**src/rtl/unidad_mul_div_pkg.sv**
```systemverilog
// rtl/unidad_mul_div_pkg.sv - shared types and constants for the multiply/divide unit
// Contents: op encodings, FSM state encoding, default operand width, op decode helpers.
package mul_div_pkg;

    localparam int WIDTH_DEF = 32;

    typedef enum logic [1:0] {
        OP_MULT  = 2'b00,
        OP_MULTU = 2'b01,
        OP_DIV   = 2'b10,
        OP_DIVU  = 2'b11
    } op_t;

    typedef enum logic [1:0] {
        IDLE = 2'b00,
        CALC = 2'b01,
        FIX  = 2'b10
    } state_t;

    function automatic logic is_signed_op(input op_t op);
        return (op == OP_MULT) || (op == OP_DIV);
    endfunction

    function automatic logic is_div_op(input op_t op);
        return op[1];
    endfunction

endpackage

```
**src/rtl/unidad_mul_div_if.sv**
```systemverilog
// rtl/unidad_mul_div_if.sv - request/result bundle between execute-stage control and the mul/div unit
// master: drives start, op, operand_a, operand_b; observes busy, done, div_by_zero, hi, lo.
// slave:  the unit itself, the mirror image.
interface unidad_mul_div_if
    import mul_div_pkg::*;
#(
    parameter int WIDTH = WIDTH_DEF
);
    logic             start;
    logic [1:0]       op;
    logic [WIDTH-1:0] operand_a;
    logic [WIDTH-1:0] operand_b;
    logic             busy;
    logic             done;
    logic             div_by_zero;
    logic [WIDTH-1:0] hi;
    logic [WIDTH-1:0] lo;

    modport master (
        output start, op, operand_a, operand_b,
        input  busy, done, div_by_zero, hi, lo
    );

    modport slave (
        input  start, op, operand_a, operand_b,
        output busy, done, div_by_zero, hi, lo
    );
endinterface

```
**src/rtl/unidad_mul_div_step.sv**
```systemverilog
// rtl/unidad_mul_div_step.sv - one combinational shift-add / restoring shift-subtract iteration
// Ports: mode_div (0 multiply, 1 divide), acc {upper, lower} working register,
//        operand (multiplicand or divisor magnitude), acc_next, q_bit (divide only).
// In divide mode acc_next leaves its LSB at 0; the caller inserts q_bit there.
module mul_div_step
    import mul_div_pkg::*;
#(
    parameter int WIDTH = WIDTH_DEF
) (
    input  logic               mode_div,
    input  logic [2*WIDTH-1:0] acc,
    input  logic [WIDTH-1:0]   operand,
    output logic [2*WIDTH-1:0] acc_next,
    output logic               q_bit
);
    localparam int AW = 2 * WIDTH;

    logic [WIDTH:0]   sum;
    logic [WIDTH:0]   rem_sh;
    logic [WIDTH+1:0] diff;
    logic [WIDTH:0]   rem_new;

    always_comb begin
        // Multiply: add multiplicand to the upper half when the current multiplier bit is set,
        // then shift the whole register right; the carry enters at the top.
        sum     = {1'b0, acc[AW-1:WIDTH]} + {1'b0, (acc[0] ? operand : '0)};
        // Divide: shift the next dividend bit into the partial remainder and trial-subtract.
        rem_sh  = {acc[AW-1:WIDTH], acc[WIDTH-1]};
        diff    = {1'b0, rem_sh} - {2'b00, operand};
        q_bit   = 1'b0;
        rem_new = rem_sh;
        if (mode_div) begin
            q_bit    = ~diff[WIDTH+1];
            rem_new  = q_bit ? diff[WIDTH:0] : rem_sh;
            // Remainder stays below the divisor, so its top bit is always zero and dropped.
            acc_next = AW'({rem_new, acc[WIDTH-2:0], 1'b0});
        end else begin
            acc_next = {sum, acc[WIDTH-1:1]};
        end
    end
endmodule

```
**src/rtl/unidad_mul_div.sv**
```systemverilog
// rtl/unidad_mul_div.sv - iterative 32-step multiply/divide unit with HI/LO result registers
// Ports: clk, rst_n (async active-low), bus (slave): start/op/operand_a/operand_b in;
//        busy, done (1-cycle), div_by_zero (sticky until next accepted start), hi, lo out.
module unidad_mul_div
    import mul_div_pkg::*;
#(
    parameter int WIDTH = WIDTH_DEF
) (
    input  logic              clk,
    input  logic              rst_n,
    unidad_mul_div_if.slave   bus
);
    localparam int ITER  = WIDTH;
    localparam int CNT_W = $clog2(ITER);
    localparam int AW    = 2 * WIDTH;

    state_t             state, state_next;
    op_t                op_q;
    logic               sign_a, sign_b;
    logic               b_zero;
    logic [WIDTH-1:0]   a_raw;
    logic [WIDTH-1:0]   divisor;
    logic [AW-1:0]      acc;
    logic [CNT_W-1:0]   count;
    logic [WIDTH-1:0]   hi_q, lo_q;
    logic               done_q, dz_q;

    logic [AW-1:0]      step_acc;
    logic               step_q;
    logic               in_signed;
    logic [WIDTH-1:0]   mag_a, mag_b;
    logic [AW-1:0]      prod;
    logic [WIDTH-1:0]   quo, rem, res_hi, res_lo;

    mul_div_step #(.WIDTH(WIDTH)) u_step (
        .mode_div (is_div_op(op_q)),
        .acc      (acc),
        .operand  (divisor),
        .acc_next (step_acc),
        .q_bit    (step_q)
    );

    always_ff @(posedge clk or negedge rst_n) begin
        if (!rst_n) state <= IDLE;
        else        state <= state_next;
    end

    always_comb begin
        state_next = state;
        bus.busy   = 1'b0;
        case (state)
            IDLE: if (bus.start) state_next = CALC;
            CALC: begin
                bus.busy = 1'b1;
                if (count == '0) state_next = FIX;
            end
            FIX: begin
                bus.busy   = 1'b1;
                state_next = IDLE;
            end
            default: state_next = IDLE;
        endcase
    end

    always_comb begin
        in_signed = is_signed_op(op_t'(bus.op));
        mag_a = (in_signed && bus.operand_a[WIDTH-1]) ? -bus.operand_a : bus.operand_a;
        mag_b = (in_signed && bus.operand_b[WIDTH-1]) ? -bus.operand_b : bus.operand_b;
    end

    // Sign correction on the unsigned magnitudes; divide-by-zero overrides the divide outputs.
    always_comb begin
        prod = (op_q == OP_MULT && (sign_a ^ sign_b)) ? -acc : acc;
        quo  = acc[WIDTH-1:0];
        rem  = acc[AW-1:WIDTH];
        if (op_q == OP_DIV) begin
            if (sign_a ^ sign_b) quo = -quo;
            if (sign_a)          rem = -rem;
        end
        if (b_zero) begin
            quo = '1;
            rem = a_raw;
        end
        if (is_div_op(op_q)) begin
            res_hi = rem;
            res_lo = quo;
        end else begin
            res_hi = prod[AW-1:WIDTH];
            res_lo = prod[WIDTH-1:0];
        end
    end

    always_ff @(posedge clk or negedge rst_n) begin
        if (!rst_n) begin
            op_q    <= OP_MULT;
            sign_a  <= 1'b0;
            sign_b  <= 1'b0;
            b_zero  <= 1'b0;
            a_raw   <= '0;
            divisor <= '0;
            acc     <= '0;
            count   <= '0;
            hi_q    <= '0;
            lo_q    <= '0;
            done_q  <= 1'b0;
            dz_q    <= 1'b0;
        end else begin
            done_q <= 1'b0;
            case (state)
                IDLE: if (bus.start) begin
                    op_q    <= op_t'(bus.op);
                    sign_a  <= in_signed & bus.operand_a[WIDTH-1];
                    sign_b  <= in_signed & bus.operand_b[WIDTH-1];
                    b_zero  <= (bus.operand_b == '0);
                    a_raw   <= bus.operand_a;
                    divisor <= mag_b;
                    acc     <= {{WIDTH{1'b0}}, mag_a};
                    count   <= CNT_W'(ITER - 1);
                    dz_q    <= 1'b0;
                end
                CALC: begin
                    // Quotient bit fills the LSB vacated by the shift.
                    acc   <= step_acc | {{(AW-1){1'b0}}, step_q};
                    count <= count - 1'b1;
                end
                FIX: begin
                    hi_q   <= res_hi;
                    lo_q   <= res_lo;
                    done_q <= 1'b1;
                    dz_q   <= is_div_op(op_q) & b_zero;
                end
                default: ;
            endcase
        end
    end

    assign bus.done        = done_q;
    assign bus.div_by_zero = dz_q;
    assign bus.hi          = hi_q;
    assign bus.lo          = lo_q;
endmodule
```
**src/flat_wrapper.sv**
```systemverilog
// flat-port wrapper written by rule: the top's interface ports become plain ports
module unidad_mul_div_flat import mul_div_pkg::*;
#(
    parameter int WIDTH = WIDTH_DEF
)
  (clk, rst_n, bus_start, bus_op, bus_operand_a, bus_operand_b, bus_busy, bus_done, bus_div_by_zero, bus_hi, bus_lo);
  unidad_mul_div_if #(.WIDTH(WIDTH)) bus_i ();
  input  logic clk;
  input  logic rst_n;
  input wire logic [$bits(bus_i.start)-1:0] bus_start;
  input wire logic [$bits(bus_i.op)-1:0] bus_op;
  input wire logic [$bits(bus_i.operand_a)-1:0] bus_operand_a;
  input wire logic [$bits(bus_i.operand_b)-1:0] bus_operand_b;
  output wire logic [$bits(bus_i.busy)-1:0] bus_busy;
  output wire logic [$bits(bus_i.done)-1:0] bus_done;
  output wire logic [$bits(bus_i.div_by_zero)-1:0] bus_div_by_zero;
  output wire logic [$bits(bus_i.hi)-1:0] bus_hi;
  output wire logic [$bits(bus_i.lo)-1:0] bus_lo;
  assign bus_i.start = bus_start;
  assign bus_i.op = bus_op;
  assign bus_i.operand_a = bus_operand_a;
  assign bus_i.operand_b = bus_operand_b;
  assign bus_busy = bus_i.busy;
  assign bus_done = bus_i.done;
  assign bus_div_by_zero = bus_i.div_by_zero;
  assign bus_hi = bus_i.hi;
  assign bus_lo = bus_i.lo;
  unidad_mul_div #(.WIDTH(WIDTH)) u_core (.clk(clk), .rst_n(rst_n), .bus(bus_i));
endmodule
```
**config.mk**
```make
export PLATFORM = sky130hd
export DESIGN_NAME = unidad_mul_div_flat
export DESIGN_NICKNAME = d
export VERILOG_FILES = /design/src/rtl/unidad_mul_div_pkg.sv /design/src/rtl/unidad_mul_div_if.sv /design/src/rtl/unidad_mul_div_step.sv /design/src/rtl/unidad_mul_div.sv /design/src/flat_wrapper.sv
export SDC_FILE = /design/constraint.sdc
export NUM_CORES = 1
export LEC_CHECK = 0
export ABC_CLOCK_PERIOD_IN_PS = 5800
export CAP_MARGIN = 20
export CORE_MARGIN = 4
export CORE_UTILIZATION = 39
export CTS_CLUSTER_SIZE = 24
export DETAILED_ROUTE_END_ITERATION = 7
export HOLD_SLACK_MARGIN = 0.03
export MAX_ROUTING_LAYER = met4
export PLACE_DENSITY = 0.56
export REMOVE_ABC_BUFFERS = 1
export SKIP_LAST_GASP = 1
export SLEW_MARGIN = 20
export SYNTH_ARGS = -nofsm -noshare
export SYNTH_HDL_FRONTEND = slang
export SYNTH_SLANG_ARGS = --single-unit
export TNS_END_PERCENT = 30
```
**constraint.sdc**
```tcl
create_clock -name clk -period 5.8 [get_ports clk]
set_input_delay 1.74 -clock clk [delete_from_list [all_inputs] [get_ports clk]]
set_output_delay 1.74 -clock clk [all_outputs]
set_load 0.03 [all_outputs]
```
==> impl_results.md, run 1 <==
* Max VDD drop at between 0.0002 and 0.0003 V
* Post-DRT Antenna Nets at 0
* Final net count at 2,179
* Post-route clock period utilization at 80.0%
* Finished Cell Area at 0.0188 mm²
* Instance area at placement at 0.0179 mm²
* Die span in x at 211 µm
* Dpl ws at 527 ps
* Commonest cells after routing, fill and taps aside: nand2_1, dfrtp_1, nor2_1
* TritonCTS clock tree: done
* First-pass iteration count of the detailed router at 5
* Number of synthesized flops with an enable pin at 0
* Final setup skew at ~13 ps
* Worst Hold Depth at 2
* First-pass GRT wire length at 78,100 µm
* Post-DP HPWL at roughly 36,000 µm
* FF+latch count, synth at 206
* HP Start: u_core.divisor[14]$_DFFE_PN0P_
* Largest net degree at the start of global routing at 95
* Dominant cell type by area after synthesis: dfrtp_1
* Synth-to-Final Area Change at 16.6%
* CP endpoint kind: flip-flop
* Cts repair resizes at 0
* Cell Area, Synth at 0.0161 mm²
* Setup CP Type: in -> reg
* H-tree Lvls at 1
* Port Buffers at 135
* Setup crit start kind: input port
* Worst path max stage delay at 580 ps
* Tot GR Track Use at roughly 22%
* Setup-failing EPs final at 0
* Met2 wire length at about 22,000 µm
* Initial core utilization at 39.4%
* Setup slack after layout at around 1200 ps
* Top FF cell, synth: dfrtp_1
* Clock insertion delay at the later pin of the skew report at 560 ps
* Asr flop ratio synth at 100%
* F_max at between 0.2 and 0.25 GHz
* HP Class: reg -> reg
* Fin util at between 40% and 50%
* Die height at around 210 µm
* Minimum clock period at 4640 ps
* CP max stage cell: nor3b_1
* CTS clock-pin slew for the worst setup and hold paths at 60 ps
* Num Clock Sinks at 206
* CORE AREA at 0.0408 mm²
* Post-CTS setup buffers at 0
* Number of synthesis warnings at 0
* Critical Path AT at 5050 ps
* MaxCap Viol Count at 0
* Antenna violations before repair at 1
* Status: finished, final reports clean
* Final Max Slew Viols at 0
* Hold-fix buffers, CTS at 0
* Slew Limit Headroom at between 20% and 30%
* Critical path fanouts, max at 5
* Post-Syn Instances at 1,975
* Die area at ~0.045 mm²
* P per Cell Area at 546 mW/mm²
* Tightest Pin Transition at around 1000 ps
* Vias in the first global route at 14,100
* Hold WS at 477 ps
* # DRC at 0
* CTS Buf Count at 26
* RR Endpoint: u_core.bus.hi[10]$_DFFE_PN0P_
* Root Buffer: clkbuf_16
* Highest routing layer actually used: met4
* Ratio of cells with drive above 1 in the final layout at under 10%
* R2R cell count at 13
* Sequential area share after synthesis at 32.0%
* Mean Syn Cell Area at 8.15 µm²
* Drt total wl at slightly below 50,000 µm
* Pleak at 0.00822 µW
* R2r setup slk at 1500 ps
* Hold Path End: u_core.divisor[14]$_DFFE_PN0P_
* Mean routed wirelength per cell at 18.7 µm
* Worst EP required at around 6200 ps
* Final Hold Vio Count at 0
* Via count at 14,300
* Row count at 74
* Most common library cell in the layout ignoring fill and taps: nand2_1
* Yosys top cell area share at between 30% and 40%
* Initial drt markers at 1,097
* Worst r2r src: u_core.acc[0]$_DFFE_PN0P_
* Total grt overflow at 0
* Routed met3 length at 2390 µm
* WL met1 at 22,600 µm
* Io pins at 136
* RSZ-0062 raised after global routing: false
* Vias per inst at 5.52
* Crit path cell chain: clkdlybuf4s50_1, or3_1, nor4_1, nand3_1, or4_1, nor4_2, nor3b_1, a21oi_1, xnor2_1, o21ai_1
* Clk buf depth at 3
* Synth area leaders: dfrtp_1, xor2_1, ha_1
* Synth cell types at 74
* GPL Wtd Cong at 0.925
## where the power goes
part	internal, µW	switching [µW]
clock	1050	676
sequential	1900	738
combinational	2400	3490
total	5340	4900
## cells in the mapped netlist, drive strengths merged (7+ instances only)
cell / count
o31ai: 20
a211oi: 9
and2: 11
dfrtp: 206
nor2: 182
mux2: 45
nand4: 16
o211ai: 30
nand2: 209
nor2b: 8
o31a: 7
buf: 12
o41ai: 8
o21ai: 218
inv: 80
a21o: 43
mux2i: 70
xor2: 105
clkbuf: 116
o21a: 8
nor4: 17
nand3: 22
a21oi: 169
nand2b: 14
a31oi: 16
a22oi: 14
xnor2: 95
nor3: 39
or4: 13
or3: 17
ha: 73
## per-layer routing
metal	vias to the layer above	track usage, %
met5	-	-
met4	0	6.98
met3	92	3.24
met2	331	34.2
met1	6750	29.8
li1	7117	-
## worst max-delay path by stage
stage	startpoint	to	slack (ps)	depth (start not counted)
floorplan	bus_start	u_core.count[4]$_DFFE_PN0P_	-140	6
global placement	bus_operand_b[2]	u_core.divisor[28]$_DFFE_PN0P_	600	10
detailed placement	bus_operand_b[2]	u_core.divisor[28]$_DFFE_PN0P_	530	10
CTS	bus_operand_b[2]	u_core.divisor[30]$_DFFE_PN0P_	1110	10
global route	bus_operand_b[2]	u_core.divisor[30]$_DFFE_PN0P_	720	10
finish	bus_operand_b[2]	u_core.divisor[28]$_DFFE_PN0P_	1160	10
## final cells by class
type | instances | area (µm²)
Inverter | 81 | 304
Multi-Input combinational cell | 1560 | 10200
Fill cell | 4068 | 22100
Clock inverter | 8 | 119
Tap cell | 532 | 666
Sequential cell | 206 | 5160
Clock buffer | 39 | 771
Timing Repair Buffer | 160 | 1570
Antenna cell | 2 | 5.00
## stage by stage
stage	total power, µW	cells	setup TNS, ps
after floorplan	6740	1847	-259
after global placement	8410	2539	0
after detailed placement	8470	2539	0
after CTS	10200	2586	0
after global routing	11100	2587	0
final	10200	2588	0
## critical path, delay by kind of cell
family | cells | cell delay, ps
AOI/OAI and AO/OA | 2 | 230
xor gates and xnor gates | 1 | 180
buffers and inverters | 1 | 470
and+or+nand+nor | 6 | 2420
## sequential cells by signal, summed over array words and instances, names as in the netlist
register / cells
u_core.a_raw: 32
u_core.acc: 64
u_core.b_zero: 1
u_core.bus.div_by_zero: 1
u_core.bus.done: 1
u_core.bus.hi: 32
u_core.bus.lo: 32
u_core.count: 5
u_core.divisor: 32
u_core.op_q: 2
u_core.sign_a: 1
u_core.sign_b: 1
u_core.state: 2
## cells by family (layout without fill, tap and decap cells)
kind of cell             Yosys count  in the layout  share of synthesized area, %
AO/OA/AOI/OAI                    588            588                          21.8
AND/OR/NAND/NOR                  582            582                          16.9
buffers and inverters            209            288                          4.94
flip-flops                       206            206                          32.0
XOR/XNOR                         200            200                          10.9
multiplexers                     115            115                          7.50
adder cells (fa/ha/maj)           75             75                          5.92
other                              0              2                             0
No activity file was read; power rests on OpenSTA's default activity.
==> run 2, diff against run 1 <==
--- a/config.mk
+++ b/config.mk
@@ -5,7 +5,7 @@
 export SDC_FILE = /design/constraint.sdc
 export NUM_CORES = 1
 export LEC_CHECK = 0
-export ABC_CLOCK_PERIOD_IN_PS = 5800
+export ABC_CLOCK_PERIOD_IN_PS = 4600
 export CAP_MARGIN = 20
 export CORE_MARGIN = 4
 export CORE_UTILIZATION = 39
==> constraint.sdc (replaced) <==
create_clock -name clk -period 4.6 [get_ports clk]
set_input_delay 1.38 -clock clk [delete_from_list [all_inputs] [get_ports clk]]
set_output_delay 1.38 -clock clk [all_outputs]
set_load 0.03 [all_outputs]
==> impl_results.md, run 2 (synthesis gave the netlist of run 1 again) <==
* Initial core utilization at 39.4%
* Pleak at 0.00837 µW
* HP Class: reg -> reg
* Tot GR Track Use at 22.4%
* Largest net degree at the start of global routing at a little under 70
* Critical Path AT at 4300 ps
* Most common library cell in the layout ignoring fill and taps: nand2_1
* Io pins at 136
* Die span in x at 211 µm
* Non-Filler Instances at 2,608
* Final Hold Vio Count at 0
* Cts repair resizes at 0
* Commonest cells after routing, fill and taps aside: nand2_1, dfrtp_1, nor2_1
* CP max stage cell: or4_1
* Final net count at 2,201
* Die height at 211 µm
* Clock insertion delay at the later pin of the skew report at 550 ps
* Max VDD drop at 0.000293 V
* Worst r2r src: u_core.acc[37]$_DFFE_PN0P_
* Critical path fanouts, max at 5
* Num Clock Sinks at between 200 and 250
* CORE AREA at just over 0.04 mm²
* Vias per inst at 5.56
* First-pass iteration count of the detailed router at 5
* Setup CP Type: in -> reg
* P per Cell Area at 689 mW/mm²
* Status: finished, final reports clean
* HP Start: u_core.bus.div_by_zero$_DFFE_PN0P_
* Top reg by flops: u_core.acc
* Row count at 74
* Ratio of cells with drive above 1 in the final layout at 8.04%
* Final setup skew at 23.6 ps
* Synth-to-Final Area Change at 18.0%
* Die area at between 0.04 and 0.05 mm²
* # DRC at 0
* CTS Buf Count at 27
* Post-DP HPWL at 37,300 µm
* CP endpoint kind: flip-flop
* Dpl ws at 165 ps
* Worst path max stage delay at 500 ps
* Filler Cell Count at 4,091
* R2r setup slk at approximately 730 ps
* Slew Limit Headroom at ~35%
* Post-CTS setup buffers at 0
* Crit path cell chain: clkdlybuf4s50_1, or3_1, nor4_1, buf_4, nand3_1, or4_1, nor4_2, nor3b_1, buf_4, nor2_1, xnor2_1, o21ai_1
* R2R cell count at 10
* Minimum clock period at 3870 ps
* RSZ-0062 raised after global routing: false
* GPL Wtd Cong at 0.924
* Worst EP required at 5030 ps
* Clk buf depth at 3
* Setup crit start kind: input port
* Total grt overflow at 0
* Fin util at 46.5%
* Placed cell count at ~2,600
* TritonCTS clock tree: done
* Via count at ~15,000
* Setup-failing EPs final at 0
* RR Endpoint: u_core.acc[60]$_DFFE_PN0P_
* Port Buffers at approximately 140
* Vias in the first global route at 14,200
* Tightest Pin Transition at ~960 ps
* Post-route clock period utilization at 84.1%
* Max reg flops at 64
* Hold Path End: u_core.bus.div_by_zero$_DFFE_PN0P_
* Mean routed wirelength per cell at 19.0 µm
* Worst Hold Depth at 2
* Setup slack after layout at 730 ps
* H-tree Lvls at 1
* Post-DRT Antenna Nets at 0
* Initial drt markers at 935
* Antenna violations before repair at 0
* Drt total wl at 49,500 µm
* CTS clock-pin slew for the worst setup and hold paths at roughly 60 ps
* MaxCap Viol Count at 0
* F_max at between 0.2 and 0.3 GHz
* Root Buffer: clkbuf_16
* Hold-fix buffers, CTS at 0
* Final Max Slew Viols at 0
* Top cell by count, worst path: buf_4
* First-pass GRT wire length at 79,300 µm
* Ant diodes at 0
-- run 2: cell types whose count changed in the layout (fill, tap and decap cells not counted), sizes merged --
cell and change:
buf +21, bufinv +2, clkbuf -5, clkinv +3
diode -2, inv +1
-- run 2: layout make-up --
type	instances	area (µm²)	area share [%]
multi-input cells	1560	10200	53.6
inverters	81	304	1.60
clock buffers	34	762	4.01
well taps	532	666	3.50
repair buffers	181	1730	9.08
clock inverters	14	206	1.09
flip-flops and latches	206	5160	27.2
-- run 2: stage by stage --
step	setup TNS, ps	hold slack (ps)	total power [µW]	instance area, µm²
final	0	465	13100	19000
after global routing	0	501	14200	19000
after CTS	0	469	13100	19000
after detailed placement	0	455	10700	18000
after global placement	0	453	10700	18000
after floorplan	-51110	450	8490	15600
-- run 2: power by group --
part | internal (µW) | switching (µW)
Clock | 1450 | 864
Combinational | 3050 | 4530
Sequential | 2400 | 794
-- run 2: worst max-delay path, delay by kind of cell --
family          cells  cell delay, ps
simple gates        7            1820
xor+xnor            1             210
buf+inv             3             810
compound gates      1              80
-- run 2: how the worst max path moves through the flow --
| stage | startpoint | to | slack [ps] | cells after the start |
|---|---|---|---|---|
| 3_3_place_gp | bus_operand_b[2] | u_core.divisor[28]$_DFFE_PN0P_ | 140 | 12 |
| 5_1_grt | bus_operand_b[2] | u_core.divisor[24]$_DFFE_PN0P_ | 500 | 12 |
| 2_1_floorplan | bus_start | u_core.count[4]$_DFFE_PN0P_ | -980 | 6 |
| 4_1_cts | bus_operand_b[2] | u_core.divisor[24]$_DFFE_PN0P_ | 710 | 12 |
| 3_5_place_dp | bus_operand_b[2] | u_core.divisor[26]$_DFFE_PN0P_ | 160 | 12 |
| 6_report | bus_operand_b[2] | u_core.divisor[24]$_DFFE_PN0P_ | 730 | 12 |
-- run 2: metal layers --
layer	vias to the layer above	global-route usage (%)	routed length (µm)
met1	6923	31.1	23600
met5	-	-	0
met4	0	5.54	1040
li1	7164	-	-
met2	356	35.6	22600
met3	64	2.24	2250
==> run 3, diff against run 2 <==
--- a/config.mk
+++ b/config.mk
@@ -5,7 +5,7 @@
 export SDC_FILE = /design/constraint.sdc
 export NUM_CORES = 1
 export LEC_CHECK = 0
-export ABC_CLOCK_PERIOD_IN_PS = 4600
+export ABC_CLOCK_PERIOD_IN_PS = 3600
 export CAP_MARGIN = 20
 export CORE_MARGIN = 4
 export CORE_UTILIZATION = 39
==> constraint.sdc (replaced) <==
create_clock -name clk -period 3.6 [get_ports clk]
set_input_delay 1.08 -clock clk [delete_from_list [all_inputs] [get_ports clk]]
set_output_delay 1.08 -clock clk [all_outputs]
set_load 0.03 [all_outputs]
==> impl_results.md, run 3 (synthesis gave the netlist of run 1 again) <==
* P per Cell Area at 869 mW/mm²
* CTS clock-pin slew for the worst setup and hold paths at around 60 ps
* R2R cell count at 13
* Antenna violations before repair at 1
* Most common library cell in the layout ignoring fill and taps: nand2_1
* Status: finished, final reports clean
* Final Max Slew Viols at 0
* # DRC at 0
* Ratio of cells with drive above 1 in the final layout at 12.9%
* Hold-fix buffers, CTS at 0
* Minimum clock period at 3460 ps
* Drt total wl at 50,700 µm
* Port Buffers at 135
* Critical Path AT at a little under 4000 ps
* Worst Path Buf+Inv at 3
* Critical path fanouts, max at 6
* Max VDD drop at 0.000399 V
* Die height at between 200 and 250 µm
* Initial core utilization at 39.4%
* Highest routing layer actually used: met4
* Hold Path End: u_core.divisor[7]$_DFFE_PN0P_
* F_max at 0.289 GHz
* Tot GR Track Use at 22.8%
* Top reg by flops: u_core.acc
* Synth-to-Final Area Change at 23.8%
* CP endpoint kind: flip-flop
* Slew Limit Headroom at 40.2%
* Initial drt markers at 958
* Num Clock Sinks at 206
* Die area at about 0.045 mm²
* Cts repair resizes at 0
* Commonest cells after routing, fill and taps aside: nand2_1, dfrtp_1, nor2_1
* R2r setup slk at 140 ps
* Clk buf depth at 3
* Largest net degree at the start of global routing at 95
* Worst Hold Depth at 2
* Worst path max stage delay at 560 ps
* RSZ-0062 raised after global routing: true
* Io pins at approximately 140
* Via count at 14,800
* Worst r2r src: u_core.acc[0]$_DFFE_PN0P_
* Setup CP Type: reg -> reg
* Post-DP HPWL at 38,500 µm
* Mean routed wirelength per cell at ~19 µm
* Met2 wire length at 23,300 µm
* Largest delay share family, worst path: simple AND/OR/NAND/NOR gates
* Vias per inst at 5.43
* MaxCap Viol Count at 0
* Setup-failing EPs final at 0
* Setup crit start kind: flip-flop
* Worst EP required at 4040 ps
* Total grt overflow at 0
* Filler Cell Count at 3,955
* GPL Wtd Cong at 0.922
* RR Endpoint: u_core.bus.hi[16]$_DFFE_PN0P_
* Final Hold Vio Count at 0
* Clock insertion delay at the later pin of the skew report at 560 ps
* CORE AREA at 0.0408 mm²
* Post-DRT Antenna Nets at 0
* Crit path cell chain: inv_1, ha_1, or4b_1, or2_2, or4_1, nor2b_1, buf_4, buf_4, a31oi_1, xor2_1, nor2_1, a21oi_1, mux2_2
* Area occupied by multi-input gates at 0.0102 mm²
* CTS Buf Count at 27
* HP Class: reg -> reg
* Pleak at between 0.008 and 0.009 µW
* Vias in the first global route at 14,500
* Post-route clock period utilization at 96.0%
* Final setup skew at 13.7 ps
* Final net count at 2,323
* First-pass iteration count of the detailed router at 5
* HP Start: u_core.divisor[7]$_DFFE_PN0P_
* Tightest Pin Transition at 898 ps
* Max reg flops at 64
* Fin util at 48.8%
* Routed met3 length at 2670 µm
* Root Buffer: clkbuf_16
* WL met1 at 23,300 µm
* First-pass GRT wire length at roughly 80,000 µm
* CP max stage cell: or4_1
* H-tree Lvls at 1
* Die span in x at 211 µm
* TritonCTS clock tree: done
* Top cell by count, worst path: buf_4
* Setup TNS at 0 ps
* Post-CTS setup buffers at 0
* Row count at 74
* Reg area at 0.00516 mm²
## run 3: power breakdown
group / switching [µW] / leakage (µW) / internal, µW / total, µW
Combinational: 6250 / 0.00588 / 4460 / 10700
Clock: 1080 / 0.000443 / 1740 / 2820
Sequential: 717 / 0.00264 / 3070 / 3780
Total: 8050 / 0.00896 / 9260 / 17300
## run 3: worst min-delay path, stage by stage (launching register included)
cell and delay [ps]:
dfrtp_1 340, nand2_1 50, o21ai_0 60
## run 3: routing by layer
| metal | up-vias | track usage, % |
|---|---|---|
| li1 | 7378 | - |
| met1 | 7023 | 30.8 |
| met2 | 351 | 36.3 |
| met3 | 77 | 2.94 |
| met4 | 0 | 6.19 |
| met5 | - | - |
## run 3: stage by stage
step / power [µW] / hold WS (ps) / worst slack, ps / std cells / cell area (µm²)
finish: 17300 / 474 / 143 / 2730 / 19900
floorplan: 10900 / 450 / -1750 / 1847 / 15600
global route: 18700 / 507 / -72.6 / 2730 / 19900
detailed placement: 14400 / 471 / -449 / 2682 / 19000
global placement: 14300 / 464 / -479 / 2682 / 19000
CTS: 17300 / 483 / 136 / 2729 / 19900
## run 3: area by class of cell
type                            instances  area share (%)
Antenna cell                            1          0.0126
Clock buffer                           38            3.80
Clock inverter                          9           0.760
Inverter                               81            1.53
Multi-Input combinational cell       1560            51.2
Sequential cell                       206            25.9
Tap cell                              532            3.34
Timing Repair Buffer                  303            13.5
## run 3: worst max-delay path by stage
stage / from / to / slack [ps] / depth (start not counted)
detailed placement: bus_operand_b[4] / u_core.divisor[30]$_DFFE_PN0P_ / -450 / 12
global placement: bus_operand_b[4] / u_core.divisor[26]$_DFFE_PN0P_ / -480 / 12
finish: u_core.acc[0]$_DFFE_PN0P_ / u_core.bus.hi[16]$_DFFE_PN0P_ / 140 / 13
floorplan: u_core.op_q[1]$_DFFE_PN0P_ / u_core.bus.hi[23]$_DFFE_PN0P_ / -1750 / 8
global route: u_core.acc[0]$_DFFE_PN0P_ / u_core.acc[63]$_DFFE_PN0P_ / -70 / 14
CTS: bus_operand_b[4] / u_core.divisor[30]$_DFFE_PN0P_ / 140 / 12
